===== src/rtl/regfile_writeback_if.sv =====
// Purpose: result handshake from execute into the writeback queue.
// Latency: none, this is wiring only.
// Backpressure: in_ready low means the offered result is not taken this cycle.
// Ports: in_valid/in_rd/in_data are driven by execute (master).
//        in_ready is driven by the writeback block (slave).
interface regfile_writeback_if;
  logic        in_valid;
  logic        in_ready;
  logic [3:0]  in_rd;
  logic [31:0] in_data;

  modport master (output in_valid, output in_rd, output in_data, input in_ready);
  modport slave  (input in_valid, input in_rd, input in_data, output in_ready);
endinterface


===== src/rtl/regfile_writeback.sv =====
// Purpose: queues execute results and feeds them to the register file write port, with operand forwarding.
// Latency: a result pushed into an empty, unstalled queue shows up as wb_we one edge later.
// Backpressure: in_ready drops when DEPTH entries are queued; wb_stall freezes draining.
// Ports: clk/rst_n        clock, async active-low reset
//        push (slave)      in_valid/in_ready/in_rd/in_data from execute
//        wb_stall          register file write port busy this cycle
//        wb_we/wb_rd/wb_data  registered register file write port
//        q_rs1/q_rs2       decoder source indices; hit_rsX/fwd_rsX give the youngest pending value
//        count             queue occupancy; the output stage is not counted
module regfile_writeback #(
  parameter int DEPTH = 4
) (
  input  logic                     clk,
  input  logic                     rst_n,
  regfile_writeback_if.slave       push,
  input  logic                     wb_stall,
  output logic                     wb_we,
  output logic [3:0]               wb_rd,
  output logic [31:0]              wb_data,
  input  logic [3:0]               q_rs1,
  input  logic [3:0]               q_rs2,
  output logic                     hit_rs1,
  output logic                     hit_rs2,
  output logic [31:0]              fwd_rs1,
  output logic [31:0]              fwd_rs2,
  output logic [$clog2(DEPTH):0]   count
);

  localparam int AW = $clog2(DEPTH);
  localparam int CW = AW + 1;

  typedef struct packed {
    logic [3:0]  rd;
    logic [31:0] data;
  } entry_t;

  entry_t            mem [DEPTH];
  logic [DEPTH-1:0]  vld;
  logic [AW-1:0]     wr_ptr;
  logic [AW-1:0]     rd_ptr;
  logic              do_push;
  logic              do_pop;

  // No look-ahead on a same-cycle pop: a full queue refuses even if it drains now.
  assign push.in_ready = (count < CW'(DEPTH));

  // Writes to r0 are handshaken so execute is not blocked, but are dropped here.
  assign do_push = push.in_valid && push.in_ready && (push.in_rd != 4'd0);
  assign do_pop  = !wb_stall && (count != '0);

  always_ff @(posedge clk or negedge rst_n) begin
    if (!rst_n) begin
      wr_ptr  <= '0;
      rd_ptr  <= '0;
      count   <= '0;
      vld     <= '0;
      wb_we   <= 1'b0;
      wb_rd   <= '0;
      wb_data <= '0;
    end else begin
      // Pop clears before push sets; the indices can only coincide when the
      // queue is empty (no pop) or full (no push), so the order never matters.
      if (do_pop) begin
        vld[rd_ptr] <= 1'b0;
        rd_ptr      <= rd_ptr + AW'(1);
        wb_rd       <= mem[rd_ptr].rd;
        wb_data     <= mem[rd_ptr].data;
      end
      if (do_push) begin
        vld[wr_ptr] <= 1'b1;
        wr_ptr      <= wr_ptr + AW'(1);
      end
      wb_we <= do_pop;
      count <= count + CW'(do_push) - CW'(do_pop);
    end
  end

  // Entry payloads need no reset: the valid bits gate every use of them.
  always_ff @(posedge clk) begin
    if (do_push) begin
      mem[wr_ptr] <= '{rd: push.in_rd, data: push.in_data};
    end
  end

  // Start from the output stage (oldest), then walk the queue oldest to
  // youngest so the last match found is the youngest pending value.
  function automatic logic [32:0] lookup(input logic [3:0] q);
    logic          hit;
    logic [31:0]   val;
    logic [AW-1:0] idx;
    hit = 1'b0;
    val = '0;
    if (q != 4'd0) begin
      if (wb_we && (wb_rd == q)) begin
        hit = 1'b1;
        val = wb_data;
      end
      for (int i = 0; i < DEPTH; i++) begin
        idx = rd_ptr + AW'(i);
        if (vld[idx] && (mem[idx].rd == q)) begin
          hit = 1'b1;
          val = mem[idx].data;
        end
      end
    end
    return {hit, val};
  endfunction

  always_comb begin
    {hit_rs1, fwd_rs1} = lookup(q_rs1);
    {hit_rs2, fwd_rs2} = lookup(q_rs2);
  end

endmodule


===== src/flat_wrapper.sv =====
// flat-port wrapper written by rule: the top's interface ports become plain ports
module regfile_writeback_flat 
#(
  parameter int DEPTH = 4
)
  (clk, rst_n, wb_stall, wb_we, wb_rd, wb_data, q_rs1, q_rs2, hit_rs1, hit_rs2, fwd_rs1, fwd_rs2, count, push_in_valid, push_in_rd, push_in_data, push_in_ready);
  regfile_writeback_if push_i ();
  input  logic clk;
  input  logic rst_n;
  input  logic wb_stall;
  output logic wb_we;
  output logic [3:0] wb_rd;
  output logic [31:0] wb_data;
  input  logic [3:0] q_rs1;
  input  logic [3:0] q_rs2;
  output logic hit_rs1;
  output logic hit_rs2;
  output logic [31:0] fwd_rs1;
  output logic [31:0] fwd_rs2;
  output logic [$clog2(DEPTH):0] count;
  input wire logic [$bits(push_i.in_valid)-1:0] push_in_valid;
  input wire logic [$bits(push_i.in_rd)-1:0] push_in_rd;
  input wire logic [$bits(push_i.in_data)-1:0] push_in_data;
  output wire logic [$bits(push_i.in_ready)-1:0] push_in_ready;
  assign push_i.in_valid = push_in_valid;
  assign push_i.in_rd = push_in_rd;
  assign push_i.in_data = push_in_data;
  assign push_in_ready = push_i.in_ready;
  regfile_writeback #(.DEPTH(DEPTH)) u_core (.clk(clk), .rst_n(rst_n), .push(push_i), .wb_stall(wb_stall), .wb_we(wb_we), .wb_rd(wb_rd), .wb_data(wb_data), .q_rs1(q_rs1), .q_rs2(q_rs2), .hit_rs1(hit_rs1), .hit_rs2(hit_rs2), .fwd_rs1(fwd_rs1), .fwd_rs2(fwd_rs2), .count(count));
endmodule

===== config.mk =====
export PLATFORM = sky130hd
export DESIGN_NAME = regfile_writeback_flat
export DESIGN_NICKNAME = d
export VERILOG_FILES = /design/src/rtl/regfile_writeback_if.sv /design/src/rtl/regfile_writeback.sv /design/src/flat_wrapper.sv
export SDC_FILE = /design/constraint.sdc
export NUM_CORES = 1
export LEC_CHECK = 0
export BUFFER_PORTS_ARGS = -buffer_cell sky130_fd_sc_hd__buf_4
export CORE_AREA = 5 5 157 271
export DETAILED_ROUTE_END_ITERATION = 8
export DIE_AREA = 0 0 162 276
export PLACE_DENSITY = 0.63
export SLEW_MARGIN = 20
export SYNTH_ARGS = -nofsm -noshare
export SYNTH_HDL_FRONTEND = slang
export SYNTH_SLANG_ARGS = --single-unit
export TNS_END_PERCENT = 10

===== constraint.sdc =====
create_clock -name clk -period 4.4 [get_ports clk]
set_clock_uncertainty 0.15 [all_clocks]
set_input_delay 0.44 -clock clk [delete_from_list [all_inputs] [get_ports clk]]
set_output_delay 0.44 -clock clk [all_outputs]
set_load 0.01 [all_outputs]

======== Word-level counts from Yosys, hierarchy flattened ========
Memory sizes are Yosys's and may differ from the RTL's.
Cells that the tools add are included.
storage, ports and cells
  flip-flop bits (word level) ............. 48
  memory bits (writable) .................. 144
  input port bits ......................... 48
  word-level logic and storage cells ...... 95
  memories kept ........................... 1
operators by class
  add/sub/neg operators ................... 6
  order comparisons ....................... 8
  eq/ne operators ......................... 10
  muxes and demuxes ....................... 40
  bitwise gates (word level) .............. 3
  reduce and logical (&&, ||, !) cells .... 20
memory list
  memory      words  width  read ports  clocked after memory_dff  wr ports  RTL line                 text
  u_core.mem  4      36     4           0                         1         regfile_writeback.sv:37  entry_t mem [DEPTH];
operators by type and width
  cell                                                                                 number
  32-bit 2-to-1 mux                                                                    12
  4-bit equality test                                                                  10
  1-bit 2-to-1 mux                                                                     20
  1-bit logical AND                                                                    15
  2-bit by 3-bit less-than comparator with 1-bit output, second input constant         5
  4-bit nonzero test                                                                   3
  1-bit binary-select mux with 2-bit select                                            4
  4-bit 2-to-1 mux                                                                     2
  2-bit by 1-bit adder with 2-bit output, second input constant                        2
  2-bit adder, second input constant                                                   2
  4-bit AND                                                                            1
  1-bit demux with 2-bit select                                                        2
  2-bit by 1-bit greater-or-equal comparator with 1-bit output, second input constant  2
  4-bit inverter                                                                       1
  4-bit bitwise OR                                                                     1
  3-bit by 1-bit adder with 3-bit output                                               1
  3-bit less-than comparator, second input constant                                    1
  3-bit nonzero test                                                                   1
  3-bit by 1-bit subtractor with 3-bit output                                          1
  1-bit zero test                                                                      1

======== Logic depth before layout (Yosys ltp) ========
  depth in word-level cells ............... 9
  gate-level depth with buffers ........... 16

======== Worst setup path after synthesis ========
Ideal clock, no wire load.
  path kind ............................... register to output
  start ................................... reg u_core.rd_ptr[1]
  end ..................................... out fwd_rs2[10]
  arrival ................................. 3705 ps
  path slack .............................. 105 ps
  stages on the path, launching flop included .. 15
  buffers on the path ..................... 6
  path through ............................ dfrtp_1 -> buf_2 -> buf_2 -> buf_1 -> inv_1 -> ha_1 -> buf_2 -> buf_2 -> mux4_2 -> xnor2_1 -> and4_1 -> a222oi_1 -> buf_4 -> o211ai_1 -> o311a_1
between the ends
  word-level cells in the longest chain between the ends .. 8
  elaborated cells on any way between the ends .. 25
  those cells by class .................... add/sub (3); eq/ne (4); mux (13); reduce/logical (4); memory (1)
RTL lines
  element                                                         RTL line                  text
  start, declared                                                 regfile_writeback.sv:40   logic [AW-1:0] rd_ptr;
  start signal, assigned                                          regfile_writeback.sv:65   rd_ptr <= rd_ptr + AW'(1);
  2-bit by 1-bit adder with 2-bit output (tied with other cells)  regfile_writeback.sv:99   idx = rd_ptr + AW'(i);
  memory read 4 x 36 bit (tied with other cells)                  n/a
  4-bit equality test (tied with other cells)                     regfile_writeback.sv:100  if (vld[idx] && (mem[idx].rd == q)) begin
  1-bit logical AND or 32-bit 2-to-1 mux (tied branches)          regfile_writeback.sv:100
  32-bit 2-to-1 mux (2 in a row)                                  regfile_writeback.sv:100
  32-bit 2-to-1 mux (*)                                           regfile_writeback.sv:100
  32-bit 2-to-1 mux (*)                                           regfile_writeback.sv:93   if (q != 4'd0) begin
  end, declared                                                   flat_wrapper.sv:19        output logic [31:0] fwd_rs2;
Every way passes the cells marked *; elsewhere a longest branch is shown, timed or not. The select of a mux whose other input is x is not followed.

======== Final worst setup path ========
  start ................................... reg u_core.rd_ptr[1]
  end ..................................... out fwd_rs2[6]
The elaborated chain is that of the path after synthesis.

==> summary.json <==
{
  "outcome": {
    "status": "finished, final reports clean"
  },
  "clock_tree": {
    "tritoncts": "done",
    "cts-root-buf": "sky130_fd_sc_hd__clkbuf_16",
    "worstSkewPairLatency_ns": 0.45,
    "htreeDepth": 4,
    "cts-root-to-sink-buffers": 2,
    "numClockSinks": 192,
    "cts.reportedPaths.clkPinSlew_ns": 0.08,
    "num_cts_buffers": 17
  },
  "min_path": {
    "min_delay_path_class": "input pin to flop"
  },
  "yosys": {
    "synth.net_count": 1170,
    "yosys_warnings": 0,
    "synth_enable_flop_cells": 144,
    "netlist_area_pre_place_mm2": 0.0138,
    "synth_area_per_cell_um2": 12.4,
    "synth-seq-area-share_pct": 40.1,
    "ys.flop_type": "sky130_fd_sc_hd__edfxtp_1",
    "asyncSetResetFlopFracSynth_pct": 25.0,
    "ys_ff_latch": 192,
    "synthesis.instances": 1111,
    "post_synth_num_cell_types": 44
  },
  "global_routing": {
    "gr-usage-met3_pct": 3.61,
    "grt_pass1_vias": 11700,
    "total_congestion_overflow_after_global_routing": 0,
    "grt_first_pass_wirelength_um": 74300,
    "grt_antenna_before_repair": 0,
    "groute.layer.met1.usage_pct": 25.5,
    "grtUsageMet2_pct": 38.8,
    "global_route.usage.total_pct": 21.6,
    "top_usage_layer": "met2",
    "grt_max_degree": 61
  },
  "floorplan": {
    "io-pin-count": 155,
    "die_y_um": 276,
    "placement_rows": 97,
    "width_of_the_die_um": 162,
    "start_util_pct": 34.4,
    "die-area_mm2": 0.0447,
    "core_region_area_mm2": 0.0401
  },
  "placed_design": {
    "gp_congestion": 0.917,
    "detailed_place_hpwl_um": 31800,
    "placed_cells_incl_taps": 1686,
    "port-buffer-count": 154
  },
  "run": {
    "cap_violations": 0
  },
  "critical_path": {
    "end_kind": "output pin",
    "worst_ep_arrival_time_ns": 3.67,
    "critPathLaunchType": "flop",
    "cp_max_fo": 23,
    "setup.worst_path.class": "flop to output pin",
    "crit_required_ns": 3.81
  },
  "layout": {
    "nNetsFinal": 1275,
    "diodes": 0,
    "most-common-layout-cells": "sky130_fd_sc_hd__buf_4, sky130_fd_sc_hd__mux4_2, sky130_fd_sc_hd__edfxtp_1, sky130_fd_sc_hd__nand2_1, sky130_fd_sc_hd__a21oi_1",
    "drive_above_1_share_pct": 38.4,
    "finish.cell_count_without_fillers": 1724,
    "layout.cells.most_common": "sky130_fd_sc_hd__buf_4",
    "layout-area-overhead-vs-synth_pct": 17.5,
    "final.fill_count": 3772
  },
  "sta": {
    "max_freq_mhz": 235,
    "final_max_slew_viol_count": 0,
    "slew_headroom_pct": 29.2,
    "setup_violators_final": 0,
    "finalWorstPathRequiredPeriod_ns": 4.26,
    "worst-slew-pin-transition_ns": 1.06,
    "min_period_over_period_pct": 96.8,
    "hold_viol": 0
  },
  "detailed_routing": {
    "dr.pass1.iters": 6,
    "route.detailed.drc": 0,
    "drt-total-wl_um": 49400,
    "vias_post_dr": 11600,
    "post_detailed_route_via_to_cell_ratio": 6.75,
    "detailedRoute.firstIterationViolations": 1419,
    "wire_per_inst_um": 28.6,
    "final_ant_viol_nets": 0
  },
  "power_and_ir_drop": {
    "power.static_leakage_nw": 5.50,
    "power_density_over_cell_area_mw_per_mm2": 821,
    "post-layout-total-power_mw": 13.3,
    "peakVddDrop_v": 0.000440
  }
}
[cells by family after synthesis]
kind of cell	count (synthesis)	synth area share, %
mux	191	27.4
fa+ha+maj	11	1.05
flops	192	40.1
compound gates	311	16.6
buf+inv	139	4.32
xor+xnor	45	2.86
simple gates	222	7.72
[flip-flops by register name (all words and copies together), names as in the netlist]
signal,count
u_core.wr_ptr,2
u_core.vld,4
u_core.count,3
u_core.wb_data,32
u_core.wb_rd,4
u_core.rd_ptr,2
u_core.mem,144
u_core.wb_we,1
[layer usage]
layer	share of wire (%)	vias to the layer above
met5	0	-
met4	4.0	0
met3	7.4	153
met2	53	773
met1	35	5915
li1	-	4789
[power breakdown]
| part | total (mW) | switching [mW] | internal, mW |
|---|---|---|---|
| combinational | 8.98 | 4.98 | 4.01 |
| sequential | 2.80 | 0.411 | 2.39 |
| clock | 1.52 | 0.719 | 0.801 |
| total | 13.3 | 6.11 | 7.20 |
[what timing repair did]
action | CTS | global route
gates resized for setup | 8 | 7
setup buffers | 0 | 5
setup endpoints to repair | 48 | 66
endpoints found under the hold margin | 48 | 0
pin swaps | 0 | 3
hold buffers | 1 | 0
[worst max-delay path: stages, from the launching register on]
cell                       delay (ns)
sky130_fd_sc_hd__dfrtp_4         0.44
sky130_fd_sc_hd__inv_1           0.10
sky130_fd_sc_hd__ha_4            0.31
sky130_fd_sc_hd__buf_12          0.13
sky130_fd_sc_hd__mux4_2          0.53
sky130_fd_sc_hd__xnor2_1         0.16
sky130_fd_sc_hd__and4_1          0.24
sky130_fd_sc_hd__a222oi_1        0.52
sky130_fd_sc_hd__buf_12          0.26
sky130_fd_sc_hd__o211ai_1        0.12
sky130_fd_sc_hd__o311a_1         0.20
sky130_fd_sc_hd__buf_4           0.17
[Yosys cell counts (2+ instances only)]
| library cell | count | area (um^2) |
|---|---|---|
| sky130_fd_sc_hd__buf_2 | 23 | 115 |
| sky130_fd_sc_hd__buf_4 | 7 | 52.6 |
| sky130_fd_sc_hd__and4_1 | 6 | 52.6 |
| sky130_fd_sc_hd__and2_1 | 7 | 43.8 |
| sky130_fd_sc_hd__a21oi_1 | 89 | 445 |
| sky130_fd_sc_hd__mux4_2 | 145 | 3270 |
| sky130_fd_sc_hd__or2_0 | 2 | 12.5 |
| sky130_fd_sc_hd__nor4_1 | 4 | 25.0 |
| sky130_fd_sc_hd__mux2_2 | 38 | 428 |
| sky130_fd_sc_hd__o21bai_1 | 9 | 67.6 |
| sky130_fd_sc_hd__nor2_1 | 16 | 60.1 |
| sky130_fd_sc_hd__buf_1 | 4 | 15.0 |
| sky130_fd_sc_hd__inv_1 | 10 | 37.5 |
| sky130_fd_sc_hd__nand4_1 | 7 | 43.8 |
| sky130_fd_sc_hd__xnor2_1 | 38 | 333 |
| sky130_fd_sc_hd__o211ai_1 | 22 | 165 |
| sky130_fd_sc_hd__xor2_1 | 7 | 61.3 |
| sky130_fd_sc_hd__edfxtp_1 | 144 | 4320 |
| sky130_fd_sc_hd__o311a_1 | 32 | 320 |
| sky130_fd_sc_hd__nand3_1 | 45 | 225 |
| sky130_fd_sc_hd__o21ai_0 | 36 | 180 |
| sky130_fd_sc_hd__nand2b_1 | 22 | 138 |
| sky130_fd_sc_hd__nand2_1 | 88 | 330 |
| sky130_fd_sc_hd__ha_1 | 10 | 125 |
| sky130_fd_sc_hd__dfrtp_1 | 48 | 1200 |
| sky130_fd_sc_hd__o221a_2 | 21 | 236 |
| sky130_fd_sc_hd__nor3_1 | 21 | 105 |
| sky130_fd_sc_hd__a221o_1 | 10 | 100 |
| sky130_fd_sc_hd__o22ai_1 | 19 | 119 |
| sky130_fd_sc_hd__mux2i_1 | 8 | 80.1 |
| sky130_fd_sc_hd__or4_1 | 3 | 22.5 |
| sky130_fd_sc_hd__o211a_1 | 10 | 100 |
| sky130_fd_sc_hd__o32ai_1 | 22 | 193 |
| sky130_fd_sc_hd__a21o_1 | 4 | 30.0 |
| sky130_fd_sc_hd__o221ai_1 | 33 | 289 |
| sky130_fd_sc_hd__clkbuf_1 | 93 | 349 |
[stage by stage]
stage               setup WS, ns  util [%]  hold slack, ns  instance area (um^2)  setup TNS (ns)
floorplan                  0.105         -        -0.00559                 13800               0
global placement           0.350      38.8           0.380                 15500               0
detailed placement         0.279      38.8           0.393                 15500               0
CTS                    -0.000410      40.2         0.00720                 16100       -0.000410
global route            -0.00108      40.4         0.00704                 16200        -0.00108
finish                     0.142      40.4          0.0267                 16200               0
[cell type report]
cell class / instances / area, um^2 / area share (%)
repair buffers: 215 / 1680 / 10.4
clock inverters: 11 / 109 / 0.672
well taps: 495 / 619 / 3.82
multi-input cells: 780 / 7760 / 47.9
flip-flops and latches: 192 / 5530 / 34.2
clock buffers: 21 / 450 / 2.78
inverters: 10 / 37.5 / 0.232
[path summary, 6_finish.rpt]
kind | startpoint | slack [ns] | endpoint | depth (start not counted)
worst max-delay path | u_core.rd_ptr[1] | 0.14 | fwd_rs2[6] | 11
worst min-delay path | push_in_data[28] | 0.03 | u_core.mem[0][28] | 1
worst max register to register | u_core.rd_ptr[0] | 1.78 | u_core.wb_data[4] | 4
worst min register to register | u_core.wb_data[0] | 0.41 | u_core.wb_data[0] | 1
max in group asynchronous | rst_n | 2.97 | u_core.rd_ptr[0] | 2
min in group asynchronous | rst_n | 0.47 | u_core.wb_data[11] | 2
No activity file was read; power rests on OpenSTA's default activity.
